<file path="src/rtl/sign_mag_pkg.sv">
// Shared types and constants for the sign/magnitude to bipolar recombiner.
// The LFSR constants are used only when SIGN_MAG_LFSR_EN is defined.
package sign_mag_pkg;

    typedef enum logic {
        IDLE = 1'b0,
        RUN  = 1'b1
    } state_e;

    localparam int                LFSR_W    = 8;
    localparam logic [LFSR_W-1:0] LFSR_SEED = 8'hA5;
    // x^8+x^6+x^5+x^4+1 as a left-shifting Fibonacci register: taps on bits 7,5,4,3
    localparam logic [LFSR_W-1:0] LFSR_TAPS = 8'b1011_1000;

    function automatic logic lfsr_fb(input logic [LFSR_W-1:0] s);
        return ^(s & LFSR_TAPS);
    endfunction

endpackage

</file>
<file path="src/rtl/half_stream_gen.sv">
// Source of the probability-1/2 bit used wherever mag is 0.
// Deterministic toggle by default; 8-bit LFSR when SIGN_MAG_LFSR_EN is defined.
module half_stream_gen
    import sign_mag_pkg::*;
(
    input  logic clk,
    input  logic rst_n,
    input  logic init,
    input  logic adv,
    output logic half
);

`ifdef SIGN_MAG_LFSR_EN
    logic [LFSR_W-1:0] lfsr;

    always_ff @(posedge clk or negedge rst_n) begin
        if (!rst_n) begin
            lfsr <= LFSR_SEED;
        end else if (init) begin
            lfsr <= LFSR_SEED;
        end else if (adv) begin
            lfsr <= {lfsr[LFSR_W-2:0], lfsr_fb(lfsr)};
        end
    end

    assign half = lfsr[0];
`else
    logic toggle;

    // Seed 0 makes the first non-mag bit of every frame a 0.
    always_ff @(posedge clk or negedge rst_n) begin
        if (!rst_n) begin
            toggle <= 1'b0;
        end else if (init) begin
            toggle <= 1'b0;
        end else if (adv) begin
            toggle <= ~toggle;
        end
    end

    assign half = toggle;
`endif

endmodule

</file>
<file path="src/rtl/sign_mag_bipolar.sv">
// Recombines a sign bit and a unary magnitude stream into a bipolar stream over
// a 2^CW-bit frame. Build option: SIGN_MAG_LFSR_EN selects an LFSR half source.
module sign_mag_bipolar
    import sign_mag_pkg::*;
#(
    parameter int CW = 8
) (
    input  logic clk,
    input  logic rst_n,
    input  logic start,
    input  logic sign_in,
    input  logic en,
    input  logic mag,
    output logic out,
    output logic out_vld,
    output logic busy,
    output logic done
);

    // Handshake: no back-pressure. Each cycle with en=1 in RUN accepts one mag
    // bit; exactly one cycle later out_vld=1 presents its bipolar bit on out.
    state_e        state;
    state_e        state_next;
    logic [CW-1:0] cnt;
    logic          sgn;
    logic          half;
    logic          accept_start;
    logic          accept_bit;
    logic          last_bit;

    assign accept_start = (state == IDLE) && start;
    assign accept_bit   = (state == RUN) && en;
    assign last_bit     = accept_bit && (cnt == {CW{1'b1}});

    always_comb begin
        state_next = state;
        unique case (state)
            IDLE:    if (start) state_next = RUN;
            RUN:     if (last_bit) state_next = IDLE;
            default: state_next = IDLE;
        endcase
    end

    always_ff @(posedge clk or negedge rst_n) begin
        if (!rst_n) begin
            state <= IDLE;
        end else begin
            state <= state_next;
        end
    end

    always_ff @(posedge clk or negedge rst_n) begin
        if (!rst_n) begin
            cnt     <= '0;
            sgn     <= 1'b0;
            out     <= 1'b0;
            out_vld <= 1'b0;
            done    <= 1'b0;
        end else begin
            out_vld <= accept_bit;
            done    <= last_bit;
            if (accept_start) begin
                sgn <= sign_in;
                cnt <= '0;
            end
            // cnt wraps to 0 on the last bit of the frame.
            if (accept_bit) begin
                out <= mag ? ~sgn : half;
                cnt <= cnt + 1'b1;
            end
        end
    end

    half_stream_gen u_half (
        .clk   (clk),
        .rst_n (rst_n),
        .init  (accept_start),
        .adv   (accept_bit && !mag),
        .half  (half)
    );

    assign busy = (state == RUN);

endmodule

</file>
<file path="config.mk">
export PLATFORM = sky130hd
export DESIGN_NAME = sign_mag_bipolar
export DESIGN_NICKNAME = d
export VERILOG_FILES = /design/src/rtl/sign_mag_pkg.sv /design/src/rtl/half_stream_gen.sv /design/src/rtl/sign_mag_bipolar.sv
export SDC_FILE = /design/constraint.sdc
export NUM_CORES = 1
export LEC_CHECK = 0
export ABC_CLOCK_PERIOD_IN_PS = 3700
export CORE_MARGIN = 4
export CORE_UTILIZATION = 38
export DETAILED_ROUTE_END_ITERATION = 16
export PLACE_DENSITY = 0.61
export SLEW_MARGIN = 20
export SYNTH_ARGS = -nofsm -noshare
export SYNTH_HDL_FRONTEND = slang
export SYNTH_SLANG_ARGS = --single-unit
</file>
<file path="constraint.sdc">
create_clock -name clk -period 3.7 [get_ports clk]
set_clock_uncertainty 0.15 [all_clocks]
set_input_delay 0.37 -clock clk [delete_from_list [all_inputs] [get_ports clk]]
set_output_delay 0.37 -clock clk [all_outputs]
set_load 0.01 [all_outputs]
</file>
# ---- Word level (Yosys, flattened, before mapping)
# Cells that the tools add are included.
dict set report totals {
  register_bits 14
  out_inout_bits 4
  word_cells 27
}
dict set report op_classes {
  addsub 1
  n_eq_ne 1
  n_mux 8
  bitwise 3
  reduce_logical 7
}
# operator count
set ops {}
lappend ops {{2-to-1 mux 8 bit} 2}
lappend ops {{adder 8 x 1 -> 8 bit, second input constant} 1}
lappend ops {{== test 8 bit, second input constant} 1}
lappend ops {{2-to-1 mux 1 bit} 5}
lappend ops {{logical AND 1 bit} 4}
lappend ops {{nonzero test 2 bit} 2}
lappend ops {{NOT 1 bit} 3}
lappend ops {{one-hot mux 1 bit (2 select lines)} 1}
lappend ops {{logical NOT 1 bit} 1}

# ---- Longest topological paths before layout
dict set report depth {
  ltp_word 4
  ltp_mapped 4
  ltp_nobuf 4
}

# ---- Modules after synthesis
# A second synthesis with hierarchy kept.
dict set report unflattened {
  cells_unflattened 62
  hier_area_um2 636.9
}
# mod instances cells_per_inst area_per_inst_um2 seq_area_each_um2
set by_module_without_submodules {}
lappend by_module_without_submodules {sign_mag_bipolar 1 59 599.3 325.3}
lappend by_module_without_submodules {half_stream_gen 1 3 37.5 25.0}

# ---- Worst setup path before layout
# OpenSTA, ideal clock, no wires.
dict set report synth_path {
  kind {reg-to-reg}
  start {register state (netlist: busy)}
  end {register cnt[7]}
  setup_time_ps 135
  arrival_time_ps 1062
  required_time_ps 3415
  path_slack_ps 2352
  stages_incl_launch_ff 4
  path_cell_list {dfrtp_1 -> nand4_2 -> o311ai_2 -> o41ai_2}
}
dict set report synth_between {
  elab_chain_cells 3
}
# item line_no
set synth_rtl {}
lappend synth_rtl {{from (decl)} sign_mag_bipolar.sv:22} ;# state_e state;
lappend synth_rtl {{from (signal assigned)} sign_mag_bipolar.sv:48} ;# state <= state_next;
lappend synth_rtl {{NOT 1 bit} sign_mag_bipolar.sv:31} ;# assign accept_start = (state == IDLE) && start;
lappend synth_rtl {{logical AND 1 bit} sign_mag_bipolar.sv:31}
lappend synth_rtl {{nonzero test 2 bit (no line)} n/a}
lappend synth_rtl {{to (signal assigned)} sign_mag_bipolar.sv:69} ;# cnt <= cnt + 1'b1;
lappend synth_rtl {{to (decl)} sign_mag_bipolar.sv:24} ;# logic [CW-1:0] cnt;
# Parallel ways exist; a longest one is shown, timed or not.
# A chain may end at the register's enable or synchronous reset.

# ---- Worst setup path after layout
dict set report layout_path {
  start {register state (netlist: busy)}
  end {output port busy}
}
# item line_no
set layout_rtl {}
lappend layout_rtl {{to (decl)} sign_mag_bipolar.sv:16} ;# output logic busy,
# No word-level cell between the ends.

==> impl_metrics.tcl <==
set metrics [dict create \
    status "completed" \
    rows 14 \
    grtUsageTotal_pct 11.3 \
    dp_hpwl_um 833 \
    syn_area_um2 644 \
    r2r_slack_ns 2.31 \
    synth_top_area_share_pct 54.4 \
    leakagePower_nw 0.333 \
    wire_per_inst_um 13.4 \
    cts.path.max_buffers 2 \
    layout_min_cycle_time_ns 1.84 \
    p_sw_share_pct 30.3 \
    hold_buffers 0 \
    seq_power_share_pct 55.7 \
    syn_area_per_cell_um2 11.3 \
    combinationalPowerShare_pct 22.4 \
    gp_congestion 0.836 \
    drt-total-wl_mm 1.14 \
    worstSetupEndpointType "primary output" \
    use_met3_pct 4.28 \
    async_flop_share_pct 100 \
    hold_violations 0 \
    htreeDepth 1 \
    ioPinCount 10 \
    placed_area_um2 754 \
    final_core_util_pct 49.8 \
    cts-resized-gates 0 \
    synth_edf_count 0 \
    fin_nets 78 \
    port_buffers 9 \
    drive_gt1_share_pct 13.0 \
    powerDensity_nw_per_um2 490 \
    drc_errors 0 \
    clk_pin_slew_ns 0.08 \
    fin_tns_setup_ns 0 \
    via_per_inst 5.74 \
    relSlewSlack_pct 58.8 \
    max_cap_viol_count 0 \
    cp_max_fo 6 \
    ys_types 26 \
    grt_pass1_wl_mm 2.11 \
    crit_buf_inv 1 \
    synthToLayoutAreaGrowth_pct 20.6 \
    ir_drop_mv 0.275 \
    worstPathArrival_ns 1.32 \
    ys_seq_area_share_pct 54.4 \
    cts_tree "yes" \
    grt-busiest-layer "met1" \
    root_buffer "clkbuf_4" \
    power.switching_w 0.000115 \
    clock_latency_ns 0.28 \
    cp_slowest_stage_delay_ns 0.58 \
    cts_sinks 14 \
    min_path_type "in -> async" \
    finalMaxSlewViolations 0 \
    firstDrtPassIters 4 \
    ys_seq_elements 14 \
    setup_violations 0 \
    start_kind "flip-flop" \
    timing.rr.start "busy$_DFF_PN0_" \
    p_clk_share_pct 21.9 \
    antenna_found_initial 0 \
    tightest_slew_ns 0.616 \
    required_ns 3.18 \
    via_count 488 \
    synth_largest_area_cell "dfrtp_1" \
    numCtsBuffers 3 \
    path_cells "clkdlybuf4s50_1" \
    use_met1_pct 15.6 \
    dieArea_um2 2420 \
    slowest_stage "clkdlybuf4s50_1" \
    synthCells 57 \
    syn_nets 64 \
    start_util_pct 41.3 \
    core_um2 1560 \
    reg2reg_depth 3 \
    diodes 0 \
    synth.area.top_cells "dfrtp_1 54%, nand2_1 4.1%, o21ai_0 3.9%" \
    internal_power_w 0.000265 \
    rsz0062_at_grt "false" \
    design_area_um2 777 \
    drt_iter0_markers 5 \
    worstSetupPathType "reg -> out" \
    overflow 0 \
    post-route-period-util_pct 49.6 \
    critical-path-top-delay-family "buffers and inverters" \
    die_w_um 49.2 \
    grt_max_degree 15 \
    grt_pass1_vias 472 \
    yosys_most_used_dff "dfrtp_1" \
    antenna_left 0 \
    synth-warning-count 0 \
    die_height_um 49.2 \
    hold_ws_ns 0.324 \
    r2r_end "cnt[7]$_DFFE_PN0P_" \
    met2_usage_pct 15.2 \
    cts_setup_buffers 0 \
    fmax_ghz 0.545 \
]
-- worst max path at each step --
stage | from | endpoint | slack, ns | cells after the start
after floorplan | busy$_DFF_PN0_ | cnt[7]$_DFFE_PN0P_ | 2.35 | 3
after global placement | en | cnt[7]$_DFFE_PN0P_ | 1.88 | 4
after CTS | busy$_DFF_PN0_ | busy | 1.86 | 1
after global routing | busy$_DFF_PN0_ | busy | 1.78 | 1
after detailed placement | en | cnt[7]$_DFFE_PN0P_ | 1.85 | 4
final | busy$_DFF_PN0_ | busy | 1.86 | 1
-- Yosys cell counts, types with 2 or more instances --
cell and number:
nand2_1 7, mux2i_1 2, inv_1 4, o211ai_1 2, dfrtp_1 14, nand3_1 2
o31ai_1 3, o21ai_0 5
-- area by class of cell --
type                       count  area [µm²]
clock buffer                   3        22.5
multi-input combinational     39         279
tap                           16        20.0
sequential                    14         350
inverter                       4        15.0
timing repair buffer           9        90.1
fill                         149         782
-- per-layer routing --
layer / vias to the layer above / part of all wire, %
met2: 11 / 40
met1: 240 / 53
met3: 2 / 5.7
met4: 0 / 1.5
li1: 235 / -
met5: - / 0
-- cells by family (layout without fill, tap and decap cells) --
| kind of cell | after synthesis | in the layout | share of synthesized area [%] |
|---|---|---|---|
| mux | 3 | 3 | 4.85 |
| compound gates | 17 | 17 | 20.4 |
| fa+ha+maj | 1 | 1 | 1.94 |
| flops | 14 | 14 | 54.4 |
| buf+inv | 4 | 16 | 2.33 |
| simple gates | 17 | 17 | 14.8 |
| xor+xnor | 1 | 1 | 1.36 |
-- state kept, by name (all words and copies together) (netlist names) --
name	flops
busy	1
cnt	8
done	1
out	1
out_vld	1
sgn	1
u_half.half	1
-- metrics by stage --
stage | instances | worst slack (ns) | power, W
after floorplan | 57 | 2.35 | 0.000266
after global placement | 82 | 1.88 | 0.000300
final | 85 | 1.86 | 0.000381
after global routing | 85 | 1.78 | 0.000407
after detailed placement | 82 | 1.85 | 0.000302
after CTS | 85 | 1.86 | 0.000383
-- placed cells by master, fill, tap and decap left out --
master	Yosys	layout
a21boi_1	1	1
a21oi_1	1	1
a22o_1	1	1
a2bb2oi_1	1	1
and3_1	1	1
clkbuf_4	0	3
clkdlybuf4s50_1	0	9
dfrtp_1	14	14
ha_1	1	1
inv_1	4	4
mux2_2	1	1
mux2i_1	2	2
nand2_1	7	7
nand2_2	1	1
nand2b_1	1	1
nand3_1	2	2
nand3_2	1	1
nand4_2	1	1
nor2b_1	1	1
nor3_1	1	1
o211ai_1	2	2
o21ai_0	5	5
o22ai_1	1	1
o311ai_2	1	1
o31ai_1	3	3
o41ai_2	1	1
or3_1	1	1
xor2_1	1	1
-- power by group through the flow --
| stage | Combinational [W] | Clock (W) | Sequential [W] |
|---|---|---|---|
| floorplan | 0.0000539 | 0 | 0.000212 |
| global placement | 0.0000848 | 0 | 0.000215 |
| detailed placement | 0.0000866 | 0 | 0.000215 |
| CTS | 0.0000861 | 0.0000844 | 0.000213 |
| global route | 0.0000974 | 0.0000904 | 0.000219 |
| finish | 0.0000852 | 0.0000834 | 0.000212 |
Note: power is estimated with default switching activity, not from simulation.
